[src/rtl/brq_lsu_pkg.sv]
// Shared LSU types: request size and FSM state enums, DCCM lane codes
// and the lane-code encoder used by the DCCM front-end.
package brq_lsu_pkg;

  typedef enum logic [1:0] {
    LSU_BYTE = 2'd0,
    LSU_HALF = 2'd1,
    LSU_WORD = 2'd2
  } lsu_size_e;

  typedef enum logic [1:0] {
    IDLE   = 2'd0,
    ACCESS = 2'd1,
    RESP   = 2'd2
  } lsu_state_e;

  localparam logic [2:0] BE_B0 = 3'b000;
  localparam logic [2:0] BE_B1 = 3'b001;
  localparam logic [2:0] BE_B2 = 3'b010;
  localparam logic [2:0] BE_B3 = 3'b011;
  localparam logic [2:0] BE_HU = 3'b100;
  localparam logic [2:0] BE_HL = 3'b101;
  localparam logic [2:0] BE_W  = 3'b110;

  // Byte lane = addr[1:0]; half picks upper/lower by addr[1].
  function automatic logic [2:0] lane_code(
    input logic [1:0] size,
    input logic [1:0] lo
  );
    logic [2:0] code;
    code = BE_W;
    unique case (1'b1)
      size == LSU_BYTE: code = {1'b0, lo};
      size == LSU_HALF: code = lo[1] ? BE_HU : BE_HL;
      default:          code = BE_W;
    endcase
    return code;
  endfunction

endpackage

[src/rtl/brq_lsu_load_align.sv]
// Load data aligner: picks byte/half lane from a 32-bit word by addr[1:0]
// and sign/zero-extends. Ports: rdata, addr_lo, size, sext -> data.
module brq_lsu_load_align
  import brq_lsu_pkg::*;
(
  input  logic [31:0] rdata,
  input  logic [1:0]  addr_lo,
  input  logic [1:0]  size,
  input  logic        sext,
  output logic [31:0] data
);

  logic [7:0]  b;
  logic [15:0] h;

  always_comb begin
    b    = rdata[{addr_lo, 3'b000} +: 8];
    h    = addr_lo[1] ? rdata[31:16] : rdata[15:0];
    data = rdata;
    unique case (1'b1)
      size == LSU_BYTE: data = {{24{sext & b[7]}}, b};
      size == LSU_HALF: data = {{16{sext & h[15]}}, h};
      default:          data = rdata;
    endcase
  end

endmodule

[src/rtl/brq_lsu_dccm_ctrl.sv]
// LSU front-end to the DCCM: req handshake in, one DCCM access, registered
// resp out (rdata/err). Ports: lsu_req_*, lsu_resp_*, dccm_*.
module brq_lsu_dccm_ctrl
  import brq_lsu_pkg::*;
#(
  parameter int unsigned ADDR_WIDTH = 15,
  parameter int unsigned DATA_WIDTH = 32,
  parameter logic [31:0] DCCM_BASE  = 32'h0002_0000
) (
  input  logic                  brq_clk,
  input  logic                  brq_rst_n,
  input  logic                  lsu_req_valid,
  output logic                  lsu_req_ready,
  input  logic                  lsu_req_we,
  input  logic [1:0]            lsu_req_size,
  input  logic                  lsu_req_sext,
  input  logic [31:0]           lsu_req_addr,
  input  logic [DATA_WIDTH-1:0] lsu_req_wdata,
  output logic                  lsu_resp_valid,
  input  logic                  lsu_resp_ready,
  output logic [DATA_WIDTH-1:0] lsu_resp_rdata,
  output logic                  lsu_resp_err,
  output logic [2:0]            dccm_byte_enable,
  output logic [ADDR_WIDTH-1:0] dccm_address,
  output logic [DATA_WIDTH-1:0] dccm_data_in,
  output logic                  dccm_write_enable,
  output logic                  dccm_read_enable,
  input  logic [DATA_WIDTH-1:0] dccm_data_out
);

  localparam int unsigned AW2 = ADDR_WIDTH + 2;

  lsu_state_e            state_q, state_d;
  logic                  we_q, we_d;
  logic [1:0]            size_q, size_d;
  logic                  sext_q, sext_d;
  logic [AW2-1:0]        addr_q, addr_d;
  logic [DATA_WIDTH-1:0] wdata_q, wdata_d;
  logic [DATA_WIDTH-1:0] rdata_q, rdata_d;
  logic                  err_q, err_d;
  logic                  resp_valid_q, resp_valid_d;

  logic                  mis, oor, bad_sz, req_err;
  logic                  in_access;
  logic [31:0]           load_data;

  assign bad_sz  = lsu_req_size == 2'd3;
  assign mis     = (lsu_req_size == LSU_HALF && lsu_req_addr[0])
                || (lsu_req_size == LSU_WORD && |lsu_req_addr[1:0]);
  assign oor     = lsu_req_addr[31:AW2] != DCCM_BASE[31:AW2];
  assign req_err = bad_sz | mis | oor;

  brq_lsu_load_align u_align (
    .rdata   (dccm_data_out),
    .addr_lo (addr_q[1:0]),
    .size    (size_q),
    .sext    (sext_q),
    .data    (load_data)
  );

  always_comb begin
    state_d      = state_q;
    we_d         = we_q;
    size_d       = size_q;
    sext_d       = sext_q;
    addr_d       = addr_q;
    wdata_d      = wdata_q;
    rdata_d      = rdata_q;
    err_d        = err_q;
    resp_valid_d = resp_valid_q;
    unique case (state_q)
      IDLE: begin
        if (lsu_req_valid) begin
          we_d    = lsu_req_we;
          size_d  = lsu_req_size;
          sext_d  = lsu_req_sext;
          addr_d  = lsu_req_addr[AW2-1:0];
          wdata_d = lsu_req_wdata;
          if (req_err) begin
            // Rejected requests skip the DCCM entirely.
            state_d      = RESP;
            resp_valid_d = 1'b1;
            err_d        = 1'b1;
            rdata_d      = '0;
          end else begin
            state_d = ACCESS;
          end
        end
      end
      ACCESS: begin
        state_d      = RESP;
        resp_valid_d = 1'b1;
        err_d        = 1'b0;
        rdata_d      = we_q ? '0 : load_data;
      end
      RESP: begin
        if (lsu_resp_ready) begin
          state_d      = IDLE;
          resp_valid_d = 1'b0;
          rdata_d      = '0;
          err_d        = 1'b0;
        end
      end
      default: state_d = IDLE;
    endcase
  end

  always_ff @(posedge brq_clk or negedge brq_rst_n) begin
    if (!brq_rst_n) begin
      state_q      <= IDLE;
      we_q         <= 1'b0;
      size_q       <= 2'd0;
      sext_q       <= 1'b0;
      addr_q       <= '0;
      wdata_q      <= '0;
      rdata_q      <= '0;
      err_q        <= 1'b0;
      resp_valid_q <= 1'b0;
    end else begin
      state_q      <= state_d;
      we_q         <= we_d;
      size_q       <= size_d;
      sext_q       <= sext_d;
      addr_q       <= addr_d;
      wdata_q      <= wdata_d;
      rdata_q      <= rdata_d;
      err_q        <= err_d;
      resp_valid_q <= resp_valid_d;
    end
  end

  // Strobes decode straight from the state flop so an async reset
  // kills an in-flight write before the next edge.
  assign in_access         = state_q == ACCESS;
  assign dccm_write_enable = in_access & we_q;
  assign dccm_read_enable  = in_access & ~we_q;
  assign dccm_byte_enable  = in_access ? lane_code(size_q, addr_q[1:0]) : BE_W;
  assign dccm_address      = in_access ? addr_q[AW2-1:2] : '0;
  assign dccm_data_in      = in_access ? wdata_q : '0;

  assign lsu_req_ready  = state_q == IDLE;
  assign lsu_resp_valid = resp_valid_q;
  assign lsu_resp_rdata = rdata_q;
  assign lsu_resp_err   = err_q;

endmodule
[config.mk]
export PLATFORM = sky130hd
export DESIGN_NAME = brq_lsu_dccm_ctrl
export DESIGN_NICKNAME = d
export VERILOG_FILES = /design/src/rtl/brq_lsu_pkg.sv /design/src/rtl/brq_lsu_load_align.sv /design/src/rtl/brq_lsu_dccm_ctrl.sv
export SDC_FILE = /design/constraint.sdc
export NUM_CORES = 1
export LEC_CHECK = 0
export CORE_MARGIN = 3
export CORE_UTILIZATION = 25
export DETAILED_ROUTE_END_ITERATION = 7
export PLACE_DENSITY = 0.62
export SYNTH_ARGS = -nofsm -noshare
export SYNTH_HDL_FRONTEND = slang
export SYNTH_SLANG_ARGS = --single-unit
[constraint.sdc]
create_clock -name brq_clk -period 2.65 [get_ports brq_clk]
set_clock_uncertainty 0.15 [all_clocks]
set_input_delay 0.53 -clock brq_clk [delete_from_list [all_inputs] [get_ports brq_clk]]
set_output_delay 0.53 -clock brq_clk [all_outputs]
set_load 0.005 [all_outputs]
======== After elaboration in Yosys (flattened, before gate mapping) ========
Index checks and enable logic that the tools add are counted.
word-level totals
  flip-flop bits (word level) ............. 89
  output and inout port bits .............. 87
  bits of input ports ..................... 104
  logic and storage cells ................. 58
operators by class
  bitwise logic cells ..................... 7
  multiplexer cells ....................... 21
  reduce and logical (&&, ||, !) cells .... 10
  shifts and indexed selects .............. 1
  equal/unequal tests ..................... 10
operators by type and width
  cell                 number
  $mux 32              5
  $pmux 32 s3          1
  $pmux 32 s2          1
  $shiftx 32x6->8      1
  $mux 16              1
  $mux 15              1
  $ne 15x1->1 const B  1
  $eq 2x1->1 const B   3
  $eq 2x2->1 const B   3
  $mux 2               3
  $pmux 1 s3           2
  $pmux 2 s3           1
  $pmux 3 s2           1
  $and 1x1->1          4
  $logic_not 2->1      2
  $mux 1               4
  $ne 2x2->1 const B   2
  $reduce_and 2->1     2
  $reduce_and 4->1     1
  $mux 3               1
  $reduce_bool 3->1    1
  $logic_and 1x1->1    2
  $ne 2x1->1 const B   1
  $or 1x1->1           2
  other kinds (3)      3

======== Logic depth before layout (Yosys ltp) ========
  depth after elaboration ................. 8
  mapped depth ............................ 8
  mapped depth without buffers ............ 6

======== By module ========
A second synthesis with hierarchy kept.
unflattened totals
  cell total of the unflattened synthesis .. 465
  area total of the unflattened synthesis .. 4,792.1 sq um
by module, submodules not included
  module              times used  cells each  area an instance (sq um)  seq. area each (sq um)
  brq_lsu_dccm_ctrl   1           342         4,086.4                   2,227.1
  brq_lsu_load_align  1           123         705.7                     0.0

======== Least setup slack after synthesis ========
OpenSTA, ideal clock, no wires.
  path kind ............................... input port to flip-flop
  from .................................... in lsu_req_addr[23]
  to ...................................... reg rdata_q[0], in the netlist lsu_resp_rdata[0]
  buffers on the path ..................... 1
  path slack .............................. 0.568 ns
  stages .................................. 5
  setup time .............................. 0.125 ns
  data required time ...................... 2.375 ns
  data arrival time ....................... 1.807 ns
  path through ............................ nor4_1 > nand4_1 > o21ai_4 > buf_6 > mux2_2
between the ends
  longest elaborated chain between the ends .. 4
RTL lines
  element                            RTL line                  source
  start, declared                    brq_lsu_dccm_ctrl.sv:17   input logic [31:0] lsu_req_addr,
  $ne 15x1->1                        brq_lsu_dccm_ctrl.sv:50   assign oor = lsu_req_addr[31:AW2] != DCCM_BASE[31:AW2];
  $or 1x1->1                         brq_lsu_dccm_ctrl.sv:51   assign req_err = bad_sz | mis | oor;
  $ne 2x1->1 (no source line)        --
  $reduce_and 4->1 (no source line)  --
  end signal, assigned               brq_lsu_dccm_ctrl.sv:126  rdata_q <= rdata_d;
  end, declared                      brq_lsu_dccm_ctrl.sv:39   logic [DATA_WIDTH-1:0] rdata_q, rdata_d;
No other way between the ends.
A chain may end at the register's enable or synchronous reset.

======== Final worst setup path ========
  from .................................... reg state_q[1]
  to ...................................... out dccm_byte_enable[1]
between the ends
  longest elaborated chain between the ends .. 2
RTL lines
  element                 RTL line                  source
  start, declared         brq_lsu_dccm_ctrl.sv:33   lsu_state_e state_q, state_d;
  start signal, assigned  brq_lsu_dccm_ctrl.sv:120  state_q <= state_d;
  $eq 2x1->1              brq_lsu_dccm_ctrl.sv:134  assign in_access = state_q == ACCESS;
  $mux 3                  brq_lsu_dccm_ctrl.sv:137  assign dccm_byte_enable = in_access ? lane_code(size_q, addr_q[1:0]) : BE_W;
  end, declared           brq_lsu_dccm_ctrl.sv:23   output logic [2:0] dccm_byte_enable,
No other way between the ends.

==> flow_summary.json <==
{
  "outcome": "finished clean",
  "io_pins": 191,
  "clock_latency_ps": 340,
  "clock.fmax_mhz": 384,
  "h-tree-depth": 3,
  "worstPathMaxFanout": 3,
  "ys_seq_area_frac": 0.470,
  "powerDensity_nw_per_um2": 719,
  "worstPathRequired_ps": 1970,
  "combinationalPowerShare": 0.384,
  "period_needed_ps": 2600,
  "die_y_um": 144,
  "pwr-share-clk": 0.234,
  "drc": 0,
  "gr-usage-all-layers": 0.144,
  "synth-seq-cells": 89,
  "antenna_found_initial": 1,
  "grt_pass1_wl_um": 23000,
  "hold_viol_final": 0,
  "drv_slew": 0,
  "num_vias": 3941,
  "synth-async-reset-ratio": 1.00,
  "ir_worst_vdd_uv": 355,
  "syn_nets": 496,
  "synthAdderAreaFrac": 0.0106,
  "fin_crit_sh": 0.982,
  "switchingPower_w": 0.00178,
  "synth_top_family_by_area": "multiplexers",
  "gp_congestion": 0.848,
  "hold_path.class": "in -> async",
  "nFillCells": 1773,
  "grt_max_degree": 54,
  "syn_avg_cell_area_um2": 12.2,
  "grt_pass1_vias": 4206,
  "core_area_um2": 18300,
  "syn_inst": 388,
  "drtAntennaViolNets": 0,
  "cts_buffer_depth": 2,
  "multi_input_area_um2": 2340,
  "power_w": 0.00534,
  "start_kind": "flip-flop",
  "fp.dieW_um": 144,
  "clk_pin_slew_ps": 70,
  "cts.sinks": 89,
  "max-cap-violations": 0,
  "port_buffers": 190,
  "leakage_nw": 3.43,
  "synth_ff_type": "dfrtp_1",
  "fin_nets": 690,
  "relSlewSlack": 0.521,
  "via_per_inst": 4.83,
  "area_delta_synth_final_pct": 56.7,
  "rows": 49,
  "die-area_um2": 20600,
  "critPathArrivalTime_ps": 1920,
  "switching_share": 0.333,
  "synthMuxAreaShare": 0.231,
  "synthesis.area_um2": 4740,
  "worstSetupPathType": "reg -> out",
  "synth_compound_area_frac": 0.128,
  "num_antenna_cells": 0,
  "drt_wl_total_um": 15000,
  "initial_core_util": 0.259,
  "instances_no_fill": 816,
  "ys_types": 39,
  "setup_viol": 0,
  "synth_simple_gate_area_frac": 0.119,
  "dp_hpwl_um": 10900,
  "synth_xor_area_frac": 0,
  "grt-ovfl-total": 0,
  "drt-pass1-iter-count": 4,
  "cts_root_buf": "clkbuf_16",
  "power_frac_seq": 0.383,
  "drtIter0Drc": 238,
  "drive_above_1_share": 0.233,
  "cp-end-kind": "primary output",
  "numCtsBuffers": 9,
  "tightest_slew_ps": 718,
  "register_area_um2": 2230,
  "synth_edf_count": 0,
  "hold_buffers": 0,
  "yosys_warnings": 0,
  "dp_cells": 793,
  "cts_tree": "built",
  "intPower_w": 0.00356,
  "final_util": 0.406,
  "wire_per_inst_um": 18.3
}
==> metal layers <==
metal / share of wire / global-route usage / up-vias / routed length [um]
li1: - / - / 1822 / -
met1: 0.40 / 0.175 / 1935 / 6060
met2: 0.50 / 0.247 / 162 / 7490
met3: 0.079 / 0.0473 / 20 / 1180
met4: 0.015 / 0.0387 / 2 / 225
met5: 0.00087 / 0 / - / 13
==> timing repair <==
item                       CTS  global route
buffers inserted             3             2
setup endpoints to repair   51            49
gates resized for setup      6            30
gates cloned                 1             1
==> power by group through the flow <==
stage                     clock network, W  logic, W  registers (W)
after CTS                          0.00128   0.00205        0.00204
final                              0.00125   0.00205        0.00204
after floorplan                          0   0.00150        0.00197
after global routing               0.00134   0.00223        0.00210
after global placement                   0   0.00197        0.00204
after detailed placement                 0   0.00203        0.00206
==> worst paths after layout <==
kind                                     from             endpoint  slack (ps)  cells after the start
max                                state_q[1]  dccm_byte_enable[1]          50                      5
min                                 brq_rst_n    lsu_resp_rdata[4]          40                      1
max reg2reg                         size_q[1]    lsu_resp_rdata[5]         440                      5
min reg2reg                lsu_resp_rdata[10]   lsu_resp_rdata[10]         340                      1
max in group asynchronous           brq_rst_n          wdata_q[14]        1630                      2
min in group brq_clk       lsu_resp_rdata[10]   lsu_resp_rdata[10]         340                      1
==> per-stage QoR <==
stage / hold slack [ps] / setup WS, ps / instance area, um2 / setup TNS (ps)
global placement: 321 / 67.4 / 6940 / 0
CTS: 48.7 / -8.85 / 7310 / -43.0
finish: 36.1 / 48.3 / 7430 / 0
floorplan: 84.4 / 568 / 4740 / 0
detailed placement: 326 / 88.1 / 6940 / 0
global route: 67.3 / -7.45 / 7430 / -46.7
==> cells in the final DEF, fill, tap and decap left out, drive strengths merged, types with 7 or more instances in the layout <==
cell,count
clkdlybuf4s50,161
inv,13
nor2b,9
buf,23
a2111oi,9
a221oi,7
and2,55
mux4,7
dlymetal6s2s,26
clkbuf,11
mux2,78
a22o,7
o2bb2ai,7
o22ai,10
a32o,17
nor2,13
dfrtp,89
==> layout make-up <==
| class | count | share of cell area |
|---|---|---|
| Sequential cell | 89 | 0.300 |
| Multi-Input combinational cell | 259 | 0.315 |
| Tap cell | 229 | 0.0386 |
| Clock buffer | 10 | 0.0322 |
| Timing Repair Buffer | 213 | 0.303 |
| Inverter | 10 | 0.00505 |
| Clock inverter | 6 | 0.00657 |
==> critical path, cell delays in order, from the launching register on <==
cell and delay [ps]:
dfrtp_1 400, inv_2 90, ha_4 180, nand2b_1 140, or2_2 320, clkdlybuf4s50_1 450
==> registers in the layout, indices dropped and copies added, names as in the netlist <==
name	flops
we_q	1
sext_q	1
state_q	2
addr_q	17
size_q	2
wdata_q	32
lsu_resp_rdata	32
lsu_resp_valid	1
lsu_resp_err	1
==> synth_stat cells (5+ instances only) <==
cell type  instances  area, um2
dfrtp_1           89       2230
mux2_2            74        833
and2_1            55        344
clkbuf_1          19       71.3
a32o_1            17        170
nor2_1            13       48.8
o22ai_1           10       62.6
inv_1              9       33.8
nor2b_1            9       56.3
a2111oi_0          8       70.1
a221oi_1           7       61.3
a22o_1             7       61.3
mux4_2             7        158
o2bb2ai_1          7       61.3
mux2i_1            6       60.1
buf_2              5       25.0
nand2b_1           5       31.3
==> cells by family after synthesis <==
logic type / after synthesis
multiplexers: 91
AND/OR/NAND/NOR: 96
adder cells (fa/ha/maj): 4
flip-flops: 89
AO/OA/AOI/OAI: 68
buffers and inverters: 40
(Power assumes the default switching activity.)
